`src/rtl/conv_frame_sequencer.sv`:
```
// conv_frame_sequencer
// Frame-level scheduler placed between the pixel FIFO read side and the
// conv/max_pool datapath. It gates FIFO reads, tracks the raster position of
// every accepted pixel, flags pixels that complete a KxK window (MACC enable),
// waits for the conv pipeline to drain and pulses end of frame.
//
// Ports
//   i_clk, i_rst_n  clock, asynchronous active-low reset
//   i_start         one-cycle pulse, begin a new frame
//   i_abort         synchronous abort back to IDLE
//   i_pix_valid     pixel FIFO output valid
//   o_pix_ready     FIFO read enable (transfer = o_pix_ready & i_pix_valid)
//   i_down_ready    downstream can accept conv outputs
//   o_macc_en       window complete on the last accepted pixel (1-cycle latency)
//   o_row, o_col    raster position of the last accepted pixel
//   o_busy          high in FILL, RUN, DRAIN
//   o_frame_done    one-cycle end-of-frame pulse
//   o_err_start     sticky: i_start arrived while busy
module conv_frame_sequencer #(
  parameter  int IMG_W    = 32,
  parameter  int IMG_H    = 32,
  parameter  int K        = 5,
  parameter  int PIPE_LAT = 6,
  localparam int CW       = $clog2(IMG_W),
  localparam int RW       = $clog2(IMG_H)
) (
  input  logic          i_clk,
  input  logic          i_rst_n,
  input  logic          i_start,
  input  logic          i_abort,
  input  logic          i_pix_valid,
  output logic          o_pix_ready,
  input  logic          i_down_ready,
  output logic          o_macc_en,
  output logic [RW-1:0] o_row,
  output logic [CW-1:0] o_col,
  output logic          o_busy,
  output logic          o_frame_done,
  output logic          o_err_start
);

  // Drain counter must hold the value PIPE_LAT (also valid for PIPE_LAT = 0).
  localparam int DW = $clog2(PIPE_LAT + 2);

  localparam logic [CW-1:0] COL_LAST  = CW'(IMG_W - 1);
  localparam logic [RW-1:0] ROW_LAST  = RW'(IMG_H - 1);
  localparam logic [CW-1:0] COL_FIRST = CW'(K - 1);
  localparam logic [RW-1:0] ROW_FIRST = RW'(K - 1);
  localparam logic [DW-1:0] DRAIN_END = DW'(PIPE_LAT);

  typedef enum logic [2:0] {
    S_IDLE,
    S_FILL,
    S_RUN,
    S_DRAIN,
    S_DONE
  } state_e;

  state_e        state_q, state_d;
  logic [RW-1:0] row_q, row_d;         // position of the next pixel to accept
  logic [CW-1:0] col_q, col_d;
  logic [RW-1:0] out_row_q, out_row_d; // position of the last accepted pixel
  logic [CW-1:0] out_col_q, out_col_d;
  logic          macc_q, macc_d;
  logic          err_q, err_d;
  logic [DW-1:0] drain_q, drain_d;

  logic streaming;
  logic busy;
  logic xfer;
  logic win_ok;
  logic fill_pix;
  logic last_pix;

  assign streaming = (state_q == S_FILL) || (state_q == S_RUN);
  assign busy      = streaming || (state_q == S_DRAIN);

  // Abort wins over a simultaneous transfer: that pixel is not counted.
  assign o_pix_ready = streaming & i_down_ready;
  assign xfer        = o_pix_ready & i_pix_valid & ~i_abort;

  assign win_ok   = (row_q >= ROW_FIRST) && (col_q >= COL_FIRST);
  assign fill_pix = (row_q == ROW_FIRST) && (col_q == COL_FIRST);
  assign last_pix = (row_q == ROW_LAST)  && (col_q == COL_LAST);

  always_comb begin
    state_d   = state_q;
    row_d     = row_q;
    col_d     = col_q;
    out_row_d = out_row_q;
    out_col_d = out_col_q;
    macc_d    = 1'b0;
    err_d     = err_q;
    drain_d   = drain_q;

    if (i_start && busy) begin
      err_d = 1'b1;
    end

    if (xfer) begin
      out_row_d = row_q;
      out_col_d = col_q;
      macc_d    = win_ok;
      if (col_q == COL_LAST) begin
        col_d = '0;
        row_d = row_q + 1'b1;
      end else begin
        col_d = col_q + 1'b1;
      end
    end

    if (i_abort && (state_q != S_IDLE)) begin
      state_d = S_IDLE;
    end else begin
      unique case (state_q)
        S_IDLE, S_DONE: begin
          // DONE always falls back to IDLE unless a new frame starts at once.
          state_d = S_IDLE;
          if (i_start) begin
            state_d   = S_FILL;
            row_d     = '0;
            col_d     = '0;
            out_row_d = '0;
            out_col_d = '0;
            err_d     = 1'b0;
          end
        end
        S_FILL: begin
          if (xfer && fill_pix) state_d = S_RUN;
        end
        S_RUN: begin
          if (xfer && last_pix) begin
            state_d = S_DRAIN;
            drain_d = '0;
          end
        end
        S_DRAIN: begin
          // The first DRAIN cycle is the one showing the last MACC enable.
          if (drain_q == DRAIN_END) begin
            state_d = S_DONE;
          end else begin
            drain_d = drain_q + 1'b1;
          end
        end
        default: state_d = S_IDLE;
      endcase
    end
  end

  always_ff @(posedge i_clk or negedge i_rst_n) begin
    if (!i_rst_n) begin
      state_q   <= S_IDLE;
      row_q     <= '0;
      col_q     <= '0;
      out_row_q <= '0;
      out_col_q <= '0;
      macc_q    <= 1'b0;
      err_q     <= 1'b0;
      drain_q   <= '0;
    end else begin
      state_q   <= state_d;
      row_q     <= row_d;
      col_q     <= col_d;
      out_row_q <= out_row_d;
      out_col_q <= out_col_d;
      macc_q    <= macc_d;
      err_q     <= err_d;
      drain_q   <= drain_d;
    end
  end

  assign o_macc_en    = macc_q;
  assign o_row        = out_row_q;
  assign o_col        = out_col_q;
  assign o_busy       = busy;
  assign o_frame_done = (state_q == S_DONE);
  assign o_err_start  = err_q;

endmodule

```
`config.mk`:
```
export PLATFORM = sky130hd
export DESIGN_NAME = conv_frame_sequencer
export DESIGN_NICKNAME = d
export VERILOG_FILES = /design/src/rtl/conv_frame_sequencer.sv
export SDC_FILE = /design/constraint.sdc
export NUM_CORES = 1
export LEC_CHECK = 0
export BUFFER_PORTS_ARGS = -buffer_cell sky130_fd_sc_hd__buf_2
export CORE_UTILIZATION = 45
export CTS_CLUSTER_SIZE = 10
export DETAILED_ROUTE_END_ITERATION = 7
export PLACE_DENSITY_LB_ADDON = 0.3
export SYNTH_ARGS = -nofsm -noshare
export SYNTH_HDL_FRONTEND = slang
export SYNTH_SLANG_ARGS = --single-unit
```
`constraint.sdc`:
```
create_clock -name i_clk -period 2.89 [get_ports i_clk]
set_input_delay 0.289 -clock i_clk [delete_from_list [all_inputs] [get_ports i_clk]]
set_output_delay 0.289 -clock i_clk [all_outputs]
set_load 0.005 [all_outputs]
```
Yosys cells after proc, flatten, opt, wreduce, memory -nomap -nowiden

Index checks and enable logic that the tools add are counted.

Reduce and logical (&&, ||, !) cells: 15
Bitwise operators: 5
Multiplexer cells: 32
Equality and inequality tests: 14
Add/sub/neg operators: 3
Order comparisons: 2

Operators by type and width:

| operator                                                          | count |
|---|---|
| 2-to-1 mux 5 bit                                                  | 18 |
| 2-to-1 mux 3 bit                                                  | 6 |
| one-hot mux 3 bit (4 select lines)                                | 1 |
| adder 5 x 1 -> 5 bit, second input constant                       | 2 |
| == test 5 x 3 -> 1 bit, second input constant                     | 2 |
| == test 5 bit, second input constant                              | 2 |
| greater-or-equal comparator 5 x 3 -> 1 bit, second input constant | 2 |
| inequality test 3 x 1 -> 1 bit, second input constant             | 3 |
| logical AND 1 bit                                                 | 7 |
| == test 3 x 2 -> 1 bit, second input constant                     | 2 |
| == test 3 bit, second input constant                              | 2 |
| 2-to-1 mux 1 bit                                                  | 6 |
| one-hot mux 3 bit (2 select lines)                                | 1 |
| AND reduction 4 bit                                               | 1 |
| adder 3 x 1 -> 3 bit, second input constant                       | 1 |
| bitwise AND 1 bit                                                 | 3 |
| == test 3 x 1 -> 1 bit, second input constant                     | 1 |
| zero test 3 bit                                                   | 1 |
| AND reduction 3 bit                                               | 1 |
| nonzero test 3 bit                                                | 1 |
| logical OR 1 bit                                                  | 2 |
| inequality test 2 x 1 -> 1 bit, second input constant             | 1 |
| inequality test 2 bit, second input constant                      | 1 |
| inverter 1 bit                                                    | 2 |
| other kinds (2)                                                   | 2 |

Output and inout port bits: 15
Logic and storage cells: 79
Bits in registers: 28
Input port bits: 6

Logic depth before layout (Yosys ltp)

Gate-level depths: netlist of the first run.

Word-level depth: 9
Gate-level depth with buffers: 7
Gate-level depth less buffers: 6

Least setup slack after synthesis of the first run

OpenSTA, ideal clock, no wires.

Path kind: register to register
Start: register col_q[0]
End: register row_q[3]
Path buffers: 1
Path slack: 1043 ps
Arrival: 1769 ps
Cell stages (with the launch flop): 8
Required time: 2812 ps
Period minus slack after synthesis: 1847 ps
Library setup time: 78 ps
Cell sequence: dfrtp_1 -> ha_1 -> and3_1 -> ha_1 -> clkbuf_1 -> nand3_1 -> or3_1 -> a21oi_1

Longest elaborated chain between the ends: 6

Ends and longest elaborated chain:

| element                | RTL line | RTL |
|---|---|---|
| start, declared        | 61       | `logic [CW-1:0] col_q, col_d;` |
| start signal, assigned | 163      | `col_q <= col_d;` |
| == test 5 bit (*)      | 104      | `if (col_q == COL_LAST) begin` |
| 2-to-1 mux 5 bit (*)   | 104      |  |
| 2-to-1 mux 5 bit (*)   | 100      | `if (xfer) begin` |
| 2-to-1 mux 5 bit       | 119      | `if (i_start) begin` |
| 2-to-1 mux 5 bit       | 115      | `unique case (state_q)` |
| 2-to-1 mux 5 bit (*)   | 112      | `if (i_abort && (state_q != S_IDLE)) begin` |
| named net row_d[3]     | 60       | `logic [RW-1:0] row_q, row_d;` |
| end signal, assigned   | 162      | `row_q <= row_d;` |
| end, declared          | 60       |  |

The timed path passes the listed nets; every way through them passes the cells marked *.
A chain may end at the register's enable or synchronous reset.

Worst setup path in the final report of the first run

Ends and elaborated chain as after synthesis.

==> results of run 1 <==
==> worst register-to-register path, stage by stage, from the launching register on <==
cell	delay (ns)
dfrtp_1	0.46
ha_1	0.21
and3_1	0.15
ha_1	0.34
nand3_1	0.23
or3_1	0.39
a21oi_1	0.13
==> cell families (layout without fill, tap and decap cells) <==
logic type	count (synthesis)	count (layout)
AND/OR/NAND/NOR	75	75
AO/OA/AOI/OAI	33	33
flip-flops	28	28
buffers and inverters	15	31
adder cells (fa/ha/maj)	8	8
XOR/XNOR	3	3
multiplexers	1	1
==> final timing paths <==
path	from	endpoint	cells after the start	slack, ns
setup / recovery	col_q[0]$_DFF_PN0_	row_q[3]$_DFF_PN0_	6	0.92
hold / removal	i_abort	state_q[1]$_DFFE_PN0P_	2	0.19
setup reg to reg	col_q[0]$_DFF_PN0_	row_q[3]$_DFF_PN0_	6	0.92
hold reg to reg	o_err_start$_DFF_PN0_	o_err_start$_DFF_PN0_	2	0.52
max in group asynchronous	i_rst_n	o_col[1]$_DFF_PN0_	2	2.00
min in group asynchronous	i_rst_n	drain_q[2]$_DFFE_PN0P_	2	0.48
==> where the power goes <==
part	switching, uW	internal, uW
Sequential	12.3	399
Combinational	42.6	25.4
Clock	114	77.2
==> state kept, by name (all words and copies together), names as in the netlist <==
signal       count
col_q            5
o_col            5
o_row            5
row_q            5
drain_q          3
state_q          3
o_err_start      1
o_macc_en        1
==> cells in the final DEF (no fill, tap or decap), types with 2 or more instances in the layout <==
| cell | netlist | routed |
|---|---|---|
| a21oi_1 | 21 | 21 |
| a221oi_1 | 2 | 2 |
| a22o_1 | 2 | 2 |
| and2_1 | 2 | 2 |
| and3_1 | 3 | 3 |
| buf_2 | 4 | 20 |
| clkbuf_4 | 0 | 3 |
| dfrtp_1 | 28 | 28 |
| ha_1 | 8 | 8 |
| inv_1 | 5 | 5 |
| nand2_1 | 32 | 32 |
| nand2b_1 | 2 | 2 |
| nand3_1 | 10 | 10 |
| nor2_1 | 10 | 10 |
| nor3_1 | 4 | 4 |
| o21ai_0 | 4 | 4 |
| or3_1 | 2 | 2 |
==> layout make-up <==
cell class | count | area (sq um) | share of cell area, %
Sequential cell | 28 | 701 | 42.5
Multi-Input combinational cell | 120 | 722 | 43.7
Inverter | 5 | 18.8 | 1.14
Clock buffer | 4 | 36.3 | 2.20
Timing Repair Buffer | 22 | 118 | 7.13
Tap cell | 44 | 55.1 | 3.34
==> what timing repair did <==
| action | CTS | global route |
|---|---|---|
| hold buffers | 1 | 0 |
| resized for setup | 0 | 0 |
| endpoints found under the hold margin | 28 | 0 |
==> layer usage <==
layer / global-route usage [%] / up-vias / routed length, um / part of all wire, %
li1: - / 597 / - / -
met1: 24.6 / 604 / 1390 / 47
met2: 33.9 / 19 / 1460 / 50
met3: 2.18 / 4 / 68 / 2.3
met4: 6.64 / 0 / 27 / 0.92
met5: 0 / - / 0 / 0
==> metrics by stage <==
step	area (sq um)	setup slack (ns)	power (uW)	cells	hold WS (ns)
6_report	1650	0.923	671	223	0.191
5_1_grt	1650	0.734	700	223	0.195
4_1_cts	1650	0.928	680	223	0.175
3_5_place_dp	1600	0.964	486	218	0.349
3_3_place_gp	1600	1.00	485	218	0.341
2_1_floorplan	1490	1.04	458	163	-0.00659
==> impl_metrics.csv, run 1 <==
group,metric,value,unit
final_layout,fillers,310,
clock_tree,cts_buffers,3,
clock_tree,path_clk_slew,0.15,ns
sta,worstMarginPinSlew,0.677,ns
sta,slew_headroom,54.8,%
sta,period_minus_slack,1.97,ns
synthesis,synth_mux_area_share,0.755,%
die,fp.coreArea,3100,sq um
synthesis,synth_fp_nets,177,
synthesis,ys_seq_area_share,47.0,%
synthesis,synthSimpleGateAreaFrac,24.9,%
sta,clock-skew-final,0.00218,ns
grt,grt_pass1_vias,1181,
final_layout,antenna_cells,0,
final_layout,drive_gt1_share,16.2,%
worst_setup_path,critPathKind,"flop to flop",
clock_tree,clock_latency,0.33,ns
synthesis,synth_edf_count,0,
route,routed_wl,2940,um
synthesis,synth_fa_ha_area_share,6.71,%
place,io_buffers,20,
worst_setup_path,worstPathArrival,2.23,ns
clock_tree,root_buffer,"clkbuf_4",
place,dp_hpwl,2110,um
grt,grt_max_degree,29,
grt,grt_first_pass_wirelength,5200,um
synthesis,yosysTopAreaCellShare,47.0,%
clock_tree,h-tree-depth,1,
worst_setup_path,required,3.16,ns
synthesis,synth.distinct_cells,36,
worst_setup_path,crit_chain,"ha_1, and3_1, ha_1, nand3_1, or3_1, a21oi_1",
sta,fin_setup_tns,0,ns
grt,grt_usage,19.3,%
synthesis,synth_compound_gate_area_share,13.0,%
route,first_iter_violations,65,
worst_setup_path,worstSetupStartpointType,"flop",
synthesis,synth.most_common_cell,"nand2_1",
die,rows,20,
synthesis,synthTopCellsByCount,"nand2_1, dfrtp_1, a21oi_1, nand3_1, nor2_1",
die,die_h,59.6,um
synthesis,synthArstFlopShare,100,%
job,drv_cap,0,
synthesis,syn_area,1490,sq um
worst_setup_path,cpLargestDelayFamily,"simple AND/OR/NAND/NOR gates",
min_path,min_path_type,"input pin to flop",
synthesis,synth_top_area_cell,"dfrtp_1",
worst_setup_path,cpMaxStageDelayCell,"dfrtp_1",
sta,max_freq,508,MHz
final_layout,final_nets,194,
sta,rsz0062_at_grt,"no",
die,io_pins,21,
worst_setup_path,path_common_cell,"ha_1",
worst_setup_path,worst-path-buf-inv,0,
grt,antenna_found_initial,0,
clock_tree,cts_setup_buffers,0,
synthesis,avgSynthCellArea,9.15,sq um
route,wl_per_cell,13.2,um
power,p_per_area,406,nW/um^2
final_layout,fin_util,53.2,%
sta,post-route-period-util,68.1,%
route,drc,0,
route,vias_per_cell,5.49,
sta,setup_violations,0,
synthesis,synth_top_family_by_area,"simple AND/OR/NAND/NOR gates",
sta,maxSlewViolCount,0,
place,gp_congestion,0.799,
synthesis,synth-seq-cells,28,
clock_tree,cts_tree,"yes",
route,ant_nets,0,
outcome,status,"finished, final reports clean",
synthesis,synthesis.yosys.warnings,0,
die,die_area,3550,sq um
worst_setup_path,critPathMaxStageDelay,0.46,ns
die,die_w,59.6,um
power,ir_drop,0.239,mV
synthesis,synth-main-ff-cell,"dfrtp_1",
synthesis,netlist_instances,163,
final_layout,syn2layout_area_growth,10.7,%
route,firstDrtPassIters,4,
sta,hold_violations,0,
power,leakage,0.000765,uW
worst_setup_path,critPathCaptureType,"flop",
worst_setup_path,crit_fanout,10,
route,via_count,1224,
die,initial_core_util,48.1,%
synthesis,synth_xor_area_share,3.02,%
grt,grt_remaining_overflow,0,
clock_tree,clk_path_buf_depth,2,
clock_tree,cts.sinks,28,
synthesis,synth_area_leaders,"dfrtp_1, nand2_1, a21oi_1",
(Power assumes the default switching activity.)
==> inputs of run 2 (changes only) <==
Clock period 2.89 ns to 1.74 ns, I/O delays scaled along.
==> run 2 against run 1 <==
Effect of this change: sequential power increased by 64%; clock power is 40% higher; global-route usage is 0.29 points lower; maximum frequency rose by 18%; flip-flop and latch count unchanged; largest power group unchanged; core utilization rose by 2.9 points; critical endpoint is now col_q[3]$_DFF_PN0_; register-to-register slack worse by 0.85 ns.
==> impl_metrics.csv, run 2 (synthesis results as in run 1) <==
group,metric,value,unit
worst_setup_path,required,2.01,ns
route,vias_per_cell,5.29,
grt,grt_pass1_vias,1187,
place,dp_slack,0.0796,ns
sta,slew_headroom,58.4,%
sta,max_freq,599,MHz
grt,grt_usage,19.0,%
place,gp_congestion,0.789,
sta,hold_violations,0,
worst_setup_path,worstSetupStartpointType,"flop",
sta,setup_slack,0.0699,ns
clock_tree,clk_path_buf_depth,2,
sta,maxSlewViolCount,0,
final_layout,antenna_cells,0,
worst_setup_path,crit_fanout,6,
clock_tree,root_buffer,"clkbuf_4",
route,drc,0,
final_layout,final_nets,206,
clock_tree,path_clk_slew,0.15,ns
die,die_w,59.6,um
final_layout,fillers,292,
final_layout,drive_gt1_share,22.1,%
die,rows,20,
sta,clock-skew-final,0.00893,ns
sta,fin_setup_tns,0,ns
clock_tree,cts_buffers,3,
sta,worstMarginPinSlew,0.624,ns
power,leakage,0.000814,uW
power,p_per_area,620,nW/um^2
grt,grt_max_degree,29,
power,total_power,1080,uW
route,routed_wl,3070,um
final_layout,syn2layout_area_growth,16.8,%
final_layout,fin_util,56.1,%
worst_setup_path,critPathKind,"flop to flop",
sta,period_minus_slack,1.67,ns
final_layout,mostFrequentLayoutCell,"nand2_1",
place,dp_hpwl,2270,um
job,drv_cap,0,
clock_tree,clock_latency,0.33,ns
die,die_area,3550,sq um
clock_tree,cts.sinks,28,
die,fp.coreArea,3100,sq um
clock_tree,cts_tree,"yes",
clock_tree,h-tree-depth,1,
route,via_count,1237,
clock_tree,cts_setup_buffers,0,
route,wl_per_cell,13.1,um
final_layout,final_cell_mix,"nand2_1, dfrtp_1, a21oi_1",
grt,grt_first_pass_wirelength,5040,um
route,ant_nets,0,
die,io_pins,21,
min_path,min_path_type,"input pin to flop",
sta,setup_violations,0,
sta,post-route-period-util,96.0,%
die,die_h,59.6,um
place,io_buffers,20,
route,firstDrtPassIters,4,
final_layout,multiInputGateArea,737,sq um
worst_setup_path,worstPathArrival,1.94,ns
worst_setup_path,critPathCaptureType,"flop",
power,ir_drop,0.438,mV
outcome,status,"finished, final reports clean",
route,first_iter_violations,35,
grt,grt_remaining_overflow,0,
grt,antenna_found_initial,0,
die,initial_core_util,48.1,%
sta,rsz0062_at_grt,"no",
final_layout,register_area,701,sq um
run 2: changes by cell type in the layout (fill, tap and decap cells not counted):
cell	change
buf_4	+12
ha_1	-2
ha_2	+1
clkbuf_8	-1
ha_4	+1
run 2: critical path, stage by stage (launching register included):
cell and delay (ns):
dfrtp_1 0.42, ha_2 0.20, and3_1 0.17, ha_4 0.18, or4_1 0.49, a21oi_1 0.14
run 2: metal layers:
| metal | track usage [%] | vias to the layer above | share of wire (%) |
|---|---|---|---|
| met5 | 0 | - | 0 |
| met3 | 3.93 | 2 | 3.8 |
| li1 | - | 616 | - |
| met2 | 32.9 | 32 | 51 |
| met4 | 5.32 | 0 | 0.49 |
| met1 | 24.1 | 587 | 44 |
run 2: final cells by class:
cell class | count | area share (%)
well taps | 44 | 3.16
repair buffers | 34 | 11.9
flip-flops and latches | 28 | 40.2
multi-input cells | 120 | 42.3
clock buffers | 3 | 1.29
inverters | 5 | 1.08
run 2: path summary, 6_finish.rpt:
| check | startpoint | to | slack (ns) | depth (start not counted) |
|---|---|---|---|---|
| setup / recovery | col_q[1]$_DFF_PN0_ | col_q[3]$_DFF_PN0_ | 0.07 | 5 |
| hold / removal | i_abort | state_q[1]$_DFFE_PN0P_ | 0.07 | 2 |
| setup reg to reg | col_q[1]$_DFF_PN0_ | col_q[3]$_DFF_PN0_ | 0.07 | 5 |
| hold reg to reg | o_err_start$_DFF_PN0_ | o_err_start$_DFF_PN0_ | 0.51 | 2 |
| max in group asynchronous | i_rst_n | state_q[2]$_DFFE_PN0P_ | 0.95 | 2 |
| min in group asynchronous | i_rst_n | o_macc_en$_DFF_PN0_ | 0.37 | 2 |
run 2: stage by stage:
step | cell area [sq um] | hold slack, ns | std cells
2_1_floorplan | 1510 | -0.122 | 163
3_3_place_gp | 1700 | 0.215 | 230
3_5_place_dp | 1700 | 0.230 | 230
4_1_cts | 1730 | 0.0783 | 234
5_1_grt | 1740 | 0.0582 | 234
6_report | 1740 | 0.0707 | 234
run 2: report_power, final:
group	internal [uW]	switching, uW
Clock	81.4	187
Sequential	663	10.0
Combinational	53.6	85.0
run 2: repair_timing:
action / 4_1_cts / 5_1_grt
endpoints found under the hold margin: 28 / 0
hold buffers: 1 / 0
resized for setup: 0 / 1
setup endpoints to repair: 0 / 2
==> inputs of run 3 (changes only) <==
Settings changed: CTS_BUF_LIST set to sky130_fd_sc_hd__clkbuf_8, SETUP_SLACK_MARGIN set to 0.5.
==> run 3 against run 2 <==
Effect of this change: first-iteration DRC count grew to 2.6 times the previous value; cell count is 8.5% higher; maximum frequency is 1.4% higher; final area is 33% higher; critical endpoint is now state_q[0]$_DFFE_PN0P_; routed wire length is 49% higher; via count is 19% higher.
==> impl_metrics.csv, run 3 (synthesis results as in run 1) <==
group,metric,value,unit
worst_setup_path,path_common_cell,"a221oi_2",
route,routed_wl,4570,um
sta,post-route-period-util,94.7,%
sta,maxSlewViolCount,0,
final_layout,antenna_cells,0,
final_layout,drive_gt1_share,57.6,%
die,io_pins,21,
power,leakage,0.00106,uW
worst_setup_path,worst-path-buf-inv,2,
power,p_per_area,587,nW/um^2
die,die_h,59.6,um
min_path,min_path_type,"input pin to flop",
die,fp.coreArea,3100,sq um
clock_tree,cts_buffers,3,
die,initial_core_util,48.1,%
die,rows,20,
worst_setup_path,worst-r2r-setup-slack,0.09,ns
clock_tree,root_buffer,"clkbuf_8",
worst_setup_path,cpMaxStageDelayCell,"dfrtp_1",
sta,setup_slack,0.0923,ns
worst_setup_path,worstSetupStartpointType,"flop",
final_layout,fin_area,2320,sq um
final_layout,final_cell_mix,"dfrtp_1, buf_2, buf_4",
worst_setup_path,path_depth,7,
place,dp_hpwl,2320,um
final_layout,final_nets,225,
worst_setup_path,cpLargestDelayFamily,"flip-flops",
grt,grt_usage,24.0,%
clock_tree,clk_path_buf_depth,2,
final_layout,mostFrequentLayoutCell,"dfrtp_1",
power,ir_drop,0.271,mV
route,firstDrtPassIters,4,
grt,grt_pass1_vias,1342,
sta,max_freq,607,MHz
die,die_area,3550,sq um
route,dr_wl_met2,2490,um
route,wl_met3,137,um
grt,grt_max_degree,29,
route,drc,0,
worst_setup_path,critPathMaxStageDelay,0.41,ns
clock_tree,h-tree-depth,1,
clock_tree,path_clk_slew,0.10,ns
job,drv_cap,0,
worst_setup_path,critPathCaptureType,"flop",
clock_tree,clock_latency,0.28,ns
grt,grt_first_pass_wirelength,6310,um
min_path,whs_path_depth,2,
sta,rsz0062_at_grt,"yes",
clock_tree,cts_tree,"yes",
place,dp_slack,0.0729,ns
outcome,status,"finished, final reports clean",
route,highest_layer,"met4",
grt,grt_remaining_overflow,0,
place,gp_congestion,0.786,
sta,hold_violations,0,
final_layout,fillers,198,
grt,antenna_found_initial,0,
sta,clock-skew-final,0.00597,ns
place,placed_area,1740,sq um
final_layout,syn2layout_area_growth,55.9,%
worst_setup_path,crit_chain,"buf_6, inv_4, ha_2, and4_4, nand3_4, a221oi_2, a221oi_2",
clock_tree,cts.sinks,28,
route,wl_met1,1820,um
power,total_power,1370,uW
worst_setup_path,r2r_cells,7,
die,die_w,59.6,um
sta,period_minus_slack,1.65,ns
route,wl_per_cell,18.0,um
worst_setup_path,required,1.89,ns
route,first_iter_violations,92,
worst_setup_path,crit_fanout,3,
route,via_count,1468,
route,ant_nets,0,
sta,setup_violations,0,
place,io_buffers,20,
sta,slew_headroom,56.4,%
worst_setup_path,worstPathArrival,1.80,ns
sta,fin_setup_tns,0,ns
sta,worstMarginPinSlew,0.654,ns
worst_setup_path,critPathKind,"flop to flop",
route,vias_per_cell,5.78,
run 3: final timing paths:
| check | from | to |
|---|---|---|
| hold / removal | i_abort | state_q[1]$_DFFE_PN0P_ |
| max in group asynchronous | i_rst_n | state_q[1]$_DFFE_PN0P_ |
| setup / recovery | row_q[0]$_DFF_PN0_ | state_q[0]$_DFFE_PN0P_ |
| hold reg to reg | o_col[2]$_DFF_PN0_ | o_col[2]$_DFF_PN0_ |
| min in group asynchronous | i_rst_n | col_q[1]$_DFF_PN0_ |
| setup reg to reg | row_q[0]$_DFF_PN0_ | state_q[0]$_DFFE_PN0P_ |
run 3: layout make-up:
class / count / area [sq um] / area share [%]
clock buffers: 4 / 55.1 / 2.37
inverters: 5 / 21.3 / 0.915
multi-input cells: 120 / 1010 / 43.6
flip-flops and latches: 28 / 703 / 30.2
well taps: 44 / 55.1 / 2.37
repair buffers: 53 / 475 / 20.5
run 3: stage by stage:
stage          utilization, %  instances  hold WS [ns]
2_1_floorplan               -        163        -0.122
3_3_place_gp             56.0        228         0.219
3_5_place_dp             56.0        228         0.236
4_1_cts                  65.4        248         0.139
5_1_grt                  74.9        254         0.167
6_report                 74.9        254         0.146
run 3: layer usage:
metal	vias up	global-route usage, %
li1	662	-
met1	744	28.9
met2	47	45.4
met3	15	2.62
met4	0	4.98
met5	-	0
run 3: what timing repair did:
item                       4_1_cts  5_1_grt
setup buffers                   13        4
pin swaps                        9       29
hold endpoints to repair        28        0
setup endpoints to repair       29       30
hold buffers                     1        0
resized for setup               26       60
cloned                           2        2
run 3: where the power goes:
group          switching [uW]  internal [uW]
Sequential               13.1            663
Clock                     211            203
Combinational             140            136
